===== src/rtl/rca_pkg.sv =====
// Shared constants and configuration helpers for the pipelined ripple-carry adder.
package rca_pkg;

    localparam int DEF_WIDTH  = 32;
    localparam int DEF_SEG    = 8;
    localparam int MAX_STAGES = 16;

    function automatic int stages_of(input int width, input int seg);
        return width / seg;
    endfunction

    function automatic bit cfg_ok(input int width, input int seg);
        if (seg < 1) begin
            return 1'b0;
        end
        return (width % seg == 0) &&
               (width / seg >= 1) &&
               (width / seg <= MAX_STAGES);
    endfunction

    localparam bit DEF_CFG_OK = cfg_ok(DEF_WIDTH, DEF_SEG);

endpackage


===== src/rtl/rca_segment.sv =====
// Combinational SEG-bit ripple adder built from full-adder equations.
module rca_segment #(
    parameter int SEG = 8
) (
    input  logic [SEG-1:0] a,
    input  logic [SEG-1:0] b,
    input  logic           Cy_in,
    output logic [SEG-1:0] sum,
    output logic           Cy_out
);

    logic [SEG:0] c;

    always_comb begin
        c    = '0;
        sum  = '0;
        c[0] = Cy_in;
        for (int i = 0; i < SEG; i++) begin
            sum[i]   = a[i] ^ b[i] ^ c[i];
            c[i+1]   = (a[i] & b[i]) | (c[i] & (a[i] ^ b[i]));
        end
        Cy_out = c[SEG];
    end

endmodule


===== src/rtl/pipelined_rca.sv =====
// WIDTH-bit adder split into SEG-bit ripple stages with registered carries.
// Define PIPELINED_RCA_OVF_EN to add the registered signed-overflow output.
module pipelined_rca
    import rca_pkg::*;
#(
    parameter int WIDTH = DEF_WIDTH,
    parameter int SEG   = DEF_SEG
) (
    input  logic             clk,
    input  logic             rst,
    input  logic [WIDTH-1:0] a,
    input  logic [WIDTH-1:0] b,
    input  logic             Cy_in,
    input  logic             in_valid,
    output logic             in_ready,
    output logic [WIDTH-1:0] sum,
    output logic             Cy_out,
    output logic             out_valid,
`ifdef PIPELINED_RCA_OVF_EN
    output logic             ovf,
`endif
    input  logic             out_ready
);

    localparam int STAGES = stages_of(WIDTH, SEG);
    localparam int LAST   = STAGES - 1;

    generate
        if (!cfg_ok(WIDTH, SEG)) begin : g_bad_cfg
            $error("pipelined_rca: WIDTH must be a multiple of SEG, 1..16 stages");
        end
    endgenerate

    logic             v_q [STAGES];
    logic             c_q [STAGES];
    logic [WIDTH-1:0] a_q [STAGES];
    logic [WIDTH-1:0] b_q [STAGES];
    logic [WIDTH-1:0] s_q [STAGES];

    logic [WIDTH-1:0] a_src [STAGES];
    logic [WIDTH-1:0] b_src [STAGES];
    logic [WIDTH-1:0] s_src [STAGES];
    logic             c_src [STAGES];

    logic [WIDTH-1:0] a_nx [STAGES];
    logic [WIDTH-1:0] b_nx [STAGES];
    logic [WIDTH-1:0] s_nx [STAGES];

    logic [SEG-1:0]   seg_s [STAGES];
    logic             seg_c [STAGES];

    logic             advance;

    assign advance  = !v_q[LAST] || out_ready;
    assign in_ready = advance;

    // Operands shift down so each stage always adds the low segment;
    // finished segments enter at the top and settle into place by the end.
    always_comb begin
        a_src[0] = a;
        b_src[0] = b;
        c_src[0] = Cy_in;
        s_src[0] = '0;
        for (int k = 1; k < STAGES; k++) begin
            a_src[k] = a_q[k-1];
            b_src[k] = b_q[k-1];
            c_src[k] = c_q[k-1];
            s_src[k] = s_q[k-1];
        end
        for (int k = 0; k < STAGES; k++) begin
            a_nx[k] = a_src[k] >> SEG;
            b_nx[k] = b_src[k] >> SEG;
            s_nx[k] = (s_src[k] >> SEG) |
                      (WIDTH'(seg_s[k]) << (WIDTH - SEG));
        end
    end

    generate
        for (genvar k = 0; k < STAGES; k++) begin : g_seg
            rca_segment #(
                .SEG(SEG)
            ) u_seg (
                .a      (a_src[k][SEG-1:0]),
                .b      (b_src[k][SEG-1:0]),
                .Cy_in  (c_src[k]),
                .sum    (seg_s[k]),
                .Cy_out (seg_c[k])
            );
        end
    endgenerate

    always_ff @(posedge clk) begin
        if (rst) begin
            for (int k = 0; k < STAGES; k++) begin
                v_q[k] <= 1'b0;
                c_q[k] <= 1'b0;
                a_q[k] <= '0;
                b_q[k] <= '0;
                s_q[k] <= '0;
            end
        end else if (advance) begin
            v_q[0] <= in_valid;
            for (int k = 1; k < STAGES; k++) begin
                v_q[k] <= v_q[k-1];
            end
            for (int k = 0; k < STAGES; k++) begin
                c_q[k] <= seg_c[k];
                a_q[k] <= a_nx[k];
                b_q[k] <= b_nx[k];
                s_q[k] <= s_nx[k];
            end
        end
    end

    assign sum       = s_q[LAST];
    assign Cy_out    = c_q[LAST];
    assign out_valid = v_q[LAST];

`ifdef PIPELINED_RCA_OVF_EN
    logic cy_msb;
    logic ovf_q;

    // Carry into the MSB recovered from the MSB's own sum equation.
    assign cy_msb = a_src[LAST][SEG-1] ^ b_src[LAST][SEG-1] ^
                    seg_s[LAST][SEG-1];

    always_ff @(posedge clk) begin
        if (rst) begin
            ovf_q <= 1'b0;
        end else if (advance) begin
            ovf_q <= cy_msb ^ seg_c[LAST];
        end
    end

    assign ovf = ovf_q;
`endif

endmodule


===== config.mk =====
export PLATFORM = sky130hd
export DESIGN_NAME = pipelined_rca
export DESIGN_NICKNAME = d
export VERILOG_FILES = /design/src/rtl/rca_pkg.sv /design/src/rtl/rca_segment.sv /design/src/rtl/pipelined_rca.sv
export SDC_FILE = /design/constraint.sdc
export NUM_CORES = 1
export LEC_CHECK = 0
export ABC_CLOCK_PERIOD_IN_PS = 14500
export BUFFER_PORTS_ARGS = -buffer_cell sky130_fd_sc_hd__buf_2
export CORE_UTILIZATION = 35
export CTS_CLUSTER_SIZE = 28
export DETAILED_ROUTE_END_ITERATION = 8
export GPL_TIMING_DRIVEN = 0
export PLACE_DENSITY = 0.51
export REMOVE_ABC_BUFFERS = 1
export SYNTH_ARGS = -nofsm -noshare
export SYNTH_HDL_FRONTEND = slang
export SYNTH_HIERARCHICAL = 1
export SYNTH_SLANG_ARGS = --single-unit

===== constraint.sdc =====
create_clock -name clk -period 14.5 [get_ports clk]
set_clock_uncertainty 0.2 [all_clocks]
set_input_delay 2.175 -clock clk [delete_from_list [all_inputs] [get_ports clk]]
set_output_delay 2.175 -clock clk [all_outputs]
set_load 0.01 [all_outputs]

==> out/metrics.cfg, run 1 <==
[outcome]
status = finished, final reports clean

[critical_path]
arrival_ps = 3220
crit_path_end_kind = output pin
required_ps = 12120
rrSetupSlack_ps = 10290
worstSetupPathType = primary input to output pin
r2r_start = a_q[0][24]
r2r_end = s_q[2][31]
crit_path_start_kind = primary input
worstPathMaxFanout = 16
worst-r2r-cell-count = 13

[clock_tree]
cts_root_buf = clkbuf_16
ctsHoldBuffers = 0
clk_pin_slew_ps = 70
cts_setup_buffers = 0
numCtsBuffers = 17
cts.repair.resized = 0
clkSinkCount = 184
clk_latency_ps = 430
clock_path_buffers = 2
cts_htree_levels = 4
cts_tree = yes

[yosys]
synth_area_mm2 = 0.008732
synth_edf_count = 184
synthCells = 485
yosysMostFrequentCell = edfxtp_1
synth_area_leaders = edfxtp_1 63%, nor3b_2 20%, fa_1 7.3%
synth_top_area_share_pct = 63.28
synthDistinctLibCells = 11
ys_warn_count = 6
synth-main-ff-cell = edfxtp_1
synth-seq-cells = 184
synth-seq-area-share_pct = 63.28
synthTopCellsByCount = 184 x edfxtp_1, 139 x nor3b_2, 45 x nor3b_1, 41 x inv_1, 32 x fa_1
async_flop_share_pct = 0
syn-mean-instance-area_um2 = 18.00
yosysTopAreaCell = edfxtp_1

[route]
num_vias = 4072
dr.pass1.iters = 4
drt_iter0_markers = 272
vias_per_cell = 4.465
ant_nets = 0
finalWirelength_um = 13190
drc_errors = 0
wl_per_cell_um = 14.46

[sta]
worst_slew_margin_rel_pct = 46.84
worst_slew_pin_slew_ps = 797.3
finalSetupTns_ps = 0
hold_viol_final = 0
fmax_mhz = 178.8
rsz0062_at_grt = no
fin_crit_ps = 5594
setup_viol = 0
finalMaxSlewViolations = 0
finalCritPeriodShare_pct = 38.58

[power]
ir_drop_uv = 50.74
pwr_density_cell_mw_per_mm2 = 113.6
total_leakage_power_uw = 0.004110
totalPowerFinal_uw = 1154

[worst_hold_path]
whs_path_depth = 1
hold_start = b_q[0][35]
whs_endpoint = b_q[0][43]
hold_path.class = flop to flop

[global_route]
grt_overflow = 0
antenna_found_initial = 1
grt_pass1_wl_um = 22490
grt_usage_pct = 11.15
grt_max_degree = 96
grt_pass1_vias = 4334

[floorplan]
pin_count = 104
coreArea_mm2 = 0.02439
rows = 57
die_h_um = 160.0
die_x_um = 160.0
die_area_mm2 = 0.02558
start_util_pct = 35.80

[final_layout]
area_growth_pct = 16.32
drive_above_1_share_pct = 48.47
layout.nets = 677
final_util_pct = 41.64
num_antenna_cells = 0

[run]
cap_violations = 0

[placed_design]
place.gp.congestion = 0.6797
io_buffers = 103
dp_hpwl_um = 7519

flip-flops by register name (all words and copies together) (netlist names):
| name | cells |
|---|---|
| a_q | 48 |
| v_q | 4 |
| c_q | 4 |
| s_q | 80 |
| b_q | 48 |
cell type report:
| class | instances | area [µm²] |
|---|---|---|
| inverters | 41 | 153.9 |
| flip-flops and latches | 184 | 5525 |
| well taps | 324 | 405.4 |
| repair buffers | 114 | 783.3 |
| fillers | 2264 | 14230 |
| clock buffers | 17 | 425.4 |
| multi-input cells | 218 | 2745 |
| clock inverters | 14 | 118.9 |
how the worst max path moves through the flow:
stage                     startpoint         end  slack (ps)  cells after the start
final                      out_ready    in_ready        8910                      5
after global routing            a[0]  s_q[0][31]        8750                     14
after CTS                  out_ready    in_ready        8880                      5
after detailed placement        a[0]  s_q[0][31]        8470                     14
after global placement     out_ready  s_q[0][27]      -23260                      3
after floorplan            out_ready   a_q[0][0]      -11270                      2
where the power goes:
| part | internal [µW] | switching (µW) |
|---|---|---|
| Clock | 224 | 214 |
| Combinational | 46.7 | 39.9 |
| Sequential | 621 | 9.19 |
worst max-delay path, stage by stage:
cell,delay (ps)
buf_2,110
nor2b_4,510
buf_16,240
inv_1,50
buf_2,130
layer usage:
metal,wire length (µm),global-route usage [%],share of wire [%]
met1,6279,15.26,48
met4,122,3.117,0.92
met5,13,0,0.099
met3,649,3.896,4.9
met2,6127,16.72,46
placed cells by master (no fill, tap or decap), drive strengths merged:
cell	count
clkbuf	17
edfxtp	184
nor2b	1
nor3b	184
nand2b	1
inv	47
fa	32
buf	114
clkinvlp	4
clkinv	4
cell families (layout without fill, tap and decap cells):
| group | count (synthesis) | count (layout) | share of synthesized area (%) |
|---|---|---|---|
| simple gates | 186 | 186 | 23.93 |
| flops | 184 | 184 | 63.28 |
| buf+inv | 83 | 186 | 5.459 |
| fa+ha+maj | 32 | 32 | 7.336 |
per-stage QoR:
step / hold slack [ps] / cells / cell area [µm²] / setup WS, ps
finish: 358.7 / 912 / 10160 / 8906
CTS: 370.6 / 912 / 10160 / 8882
detailed placement: 351.3 / 881 / 9613 / 8472
floorplan: 337.5 / 443 / 8409 / -11270
global placement: 344.0 / 870 / 9330 / -23260
global route: 372.7 / 912 / 10160 / 8751
No activity file was read; power rests on OpenSTA's default activity.
==> inputs of run 2 (changes only) <==
--- a/config.mk
+++ b/config.mk
@@ -5,13 +5,14 @@
 export SDC_FILE = /design/constraint.sdc
 export NUM_CORES = 1
 export LEC_CHECK = 0
-export ABC_CLOCK_PERIOD_IN_PS = 14500
+export ABC_AREA = 1
+export ABC_CLOCK_PERIOD_IN_PS = 5000
 export BUFFER_PORTS_ARGS = -buffer_cell sky130_fd_sc_hd__buf_2
 export CORE_UTILIZATION = 35
 export CTS_CLUSTER_SIZE = 28
 export DETAILED_ROUTE_END_ITERATION = 8
 export GPL_TIMING_DRIVEN = 0
-export PLACE_DENSITY = 0.51
+export PLACE_DENSITY = 0.53
 export REMOVE_ABC_BUFFERS = 1
 export SYNTH_ARGS = -nofsm -noshare
 export SYNTH_HDL_FRONTEND = slang
==> constraint.sdc (replaced) <==
create_clock -name clk -period 5 [get_ports clk]
set_clock_uncertainty 0.2 [all_clocks]
set_input_delay 0.75 -clock clk [delete_from_list [all_inputs] [get_ports clk]]
set_output_delay 0.75 -clock clk [all_outputs]
set_load 0.01 [all_outputs]
==> run 2 against run 1 <==
The flow now finishes with violations (design-rule violations). Synthesized area decreased by 9.1%. Clock-buffer cell count up 2. Synthesized cell count grew 34%. First-iteration DRC count is 14% lower. Global-route usage shrank 0.93 points. Critical path depth up 9. Cell area decreased by 8.8%. Critical path type is now flop to flop.
==> out/metrics.cfg, run 2 <==
[sta]
finalSetupTns_ps = 0  ; unchanged
rsz0062_at_grt = no
worst_slew_margin_rel_pct = 60.10  ; +13 points
setup_slack_ps = 844.3  ; -8061 ps
finalMaxSlewViolations = 0  ; unchanged
fmax_mhz = 240.6
worst_slew_pin_slew_ps = 598.5  ; -198.9 ps
fin_crit_ps = 4156
finalCritPeriodShare_pct = 83.11
hold_viol_final = 0  ; unchanged
setup_viol = 0  ; unchanged

[yosys]
synth-seq-cells = 184  ; unchanged
synthDistinctLibCells = 8  ; -3
yosysTopAreaCell = edfxtp_1
synth_top_area_share_pct = 69.63  ; +6.4 points
synth-seq-area-share_pct = 69.63  ; +6.4 points
synth_edf_count = 184  ; unchanged
yosysMostFrequentCell = inv_1
synth_area_leaders = edfxtp_1 70%, inv_1 11%, nor2_1 8.7%
synthCells = 649  ; +34%
synth-main-ff-cell = edfxtp_1
ys_warn_count = 6  ; unchanged
async_flop_share_pct = 0  ; unchanged
synthTopCellsByCount = 226 x inv_1, 184 x edfxtp_1, 184 x nor2_1, 32 x fa_1, 18 x buf_6
syn-mean-instance-area_um2 = 12.23  ; -32%
synth_area_mm2 = 0.007935  ; -9.1%

[final_layout]
drive_above_1_share_pct = 18.23  ; -30 points
final_util_pct = 42.07  ; +0.43 points
largest_reg_flops = 80  ; unchanged
num_antenna_cells = 0  ; unchanged
layout.nets = 856  ; +26%
area_growth_pct = 16.78
final_common_cell = inv_1
final_cell_mix = 226 x inv_1, 184 x nor2_1, 184 x edfxtp_1, 103 x buf_2, 32 x fa_1
largestRegisters = s_q (80), a_q (48), b_q (48)
final_area_mm2 = 0.009266  ; -8.8%
max_flop_register = s_q

[placed_design]
place.gp.congestion = 0.6568  ; -3.4%
pre_cts_ws_ps = 473.9  ; -7998 ps
place_area_mm2 = 0.008717  ; -9.3%
io_buffers = 103  ; unchanged
dp_hpwl_um = 6398  ; -15%

[clock_tree]
cts_htree_levels = 4  ; unchanged
numCtsBuffers = 17  ; unchanged
clk_latency_ps = 420  ; about the same
cts_tree = yes
cts_root_buf = clkbuf_16
clkSinkCount = 184  ; unchanged
ctsHoldBuffers = 0  ; unchanged
clk_pin_slew_ps = 70  ; about the same
cts.repair.resized = 0  ; unchanged
clock_path_buffers = 2  ; unchanged
cts_setup_buffers = 0  ; unchanged

[global_route]
grt_overflow = 0  ; unchanged
grt_max_degree = 94  ; -2.1%
grt_usage_pct = 10.22  ; -0.93 points
grt_pass1_vias = 3879  ; -10%
grt_pass1_wl_um = 18530  ; -18%
antenna_found_initial = 0  ; -1

[floorplan]
coreArea_mm2 = 0.02203  ; -9.7%
die_h_um = 152.6  ; -4.6%
pin_count = 104  ; unchanged
die_area_mm2 = 0.02328  ; -9.0%
start_util_pct = 36.03  ; +0.23 points
rows = 54  ; -5.3%
die_x_um = 152.6  ; -4.6%

[power]
pwr_density_cell_mw_per_mm2 = 360.7  ; +220%
ir_drop_uv = 152.4  ; +200%
total_leakage_power_uw = 0.004324  ; +5.2%

[route]
num_vias = 4094  ; +0.54%
drc_errors = 9  ; +9
dr.pass1.iters = 6  ; +2
wl_per_cell_um = 10.38  ; -28%
vias_per_cell = 3.906  ; -13%
finalWirelength_um = 10880  ; -17%
drt_iter0_markers = 235  ; -14%
ant_nets = 0  ; unchanged

[outcome]
status = complete, but fails checks
violations = design-rule violations

[worst_hold_path]
hold_path.class = flop to flop

[critical_path]
arrival_ps = 4230  ; +1010 ps
worstPathMaxFanout = 1  ; -15
crit_path_end_kind = flop
required_ps = 5080  ; -7040 ps
worstSetupPathType = flop to flop
crit_path_start_kind = flop

[run]
cap_violations = 0  ; unchanged

-- run 2: changes by cell type after synthesis, sizes merged, moves of 2 or more --
cell / before / now
inv: 41 / 226
nor2: 0 / 184
nor3b: 184 / 0
buf: 39 / 20
clkbuf: 3 / 0
nand2: 0 / 2
-- run 2: metrics by stage --
| step | cells | power [µW] | hold slack, ps |
|---|---|---|---|
| floorplan | 629 | 2028 | 319.2 |
| global placement | 1012 | 2113 | 320.5 |
| detailed placement | 1016 | 2114 | 328.2 |
| CTS | 1048 | 3397 | 343.3 |
| global route | 1048 | 3498 | 355.2 |
| finish | 1048 | 3342 | 337.5 |
-- run 2: area by class of cell --
| type | count | area, µm² |
|---|---|---|
| clock buffers | 19 | 432.9 |
| clock inverters | 13 | 116.4 |
| fillers | 2102 | 12760 |
| inverters | 226 | 848.3 |
| multi-input cells | 219 | 1375 |
| flip-flops and latches | 184 | 5525 |
| well taps | 280 | 350.3 |
| repair buffers | 107 | 618.1 |
-- run 2: layer usage --
layer / vias to the layer above / part of all wire [%] / track usage, % / routed length [µm]
met5: - / 0 / 0 / 0
met4: 0 / 0.96 / 3.752 / 104
met1: 1901 / 48 / 13.34 / 5190
li1: 2116 / - / - / -
met3: 5 / 4.2 / 3.185 / 459
met2: 72 / 47 / 15.99 / 5129
-- run 2: power breakdown --
group	internal (µW)	total [µW]	switching [µW]
Sequential	1810	1840	31.8
Combinational	95.5	230	135
Clock	653	1270	616
-- run 2: logic make-up (layout without fill, tap and decap cells) --
logic type                 after synthesis  in the layout  synth area share, %
adders and majority gates               32             32                8.073
buffers and inverters                  246            365                13.37
DFF                                    184            184                69.63
and+or+nand+nor                        187            187                8.925
-- run 2: final timing paths --
kind | slack, ps | to | start | cells past startpoint
worst max-delay path | 840 | s_q[1][31] | a_q[0][0] | 14
worst min-delay path | 340 | s_q[2][8] | s_q[1][16] | 2
worst max register to register | 840 | s_q[1][31] | a_q[0][0] | 14
worst min register to register | 340 | s_q[2][8] | s_q[1][16] | 2
-- run 2: critical path, cell delays in order, from the launching register on --
cell and delay, ps:
edfxtp_1 400, fa_1 420, inv_1 80, fa_1 180, inv_1 60, fa_1 380, fa_1 410, fa_1 410
fa_1 410, fa_1 400, inv_1 80, fa_1 400, inv_1 60, inv_1 30, nor2_1 80
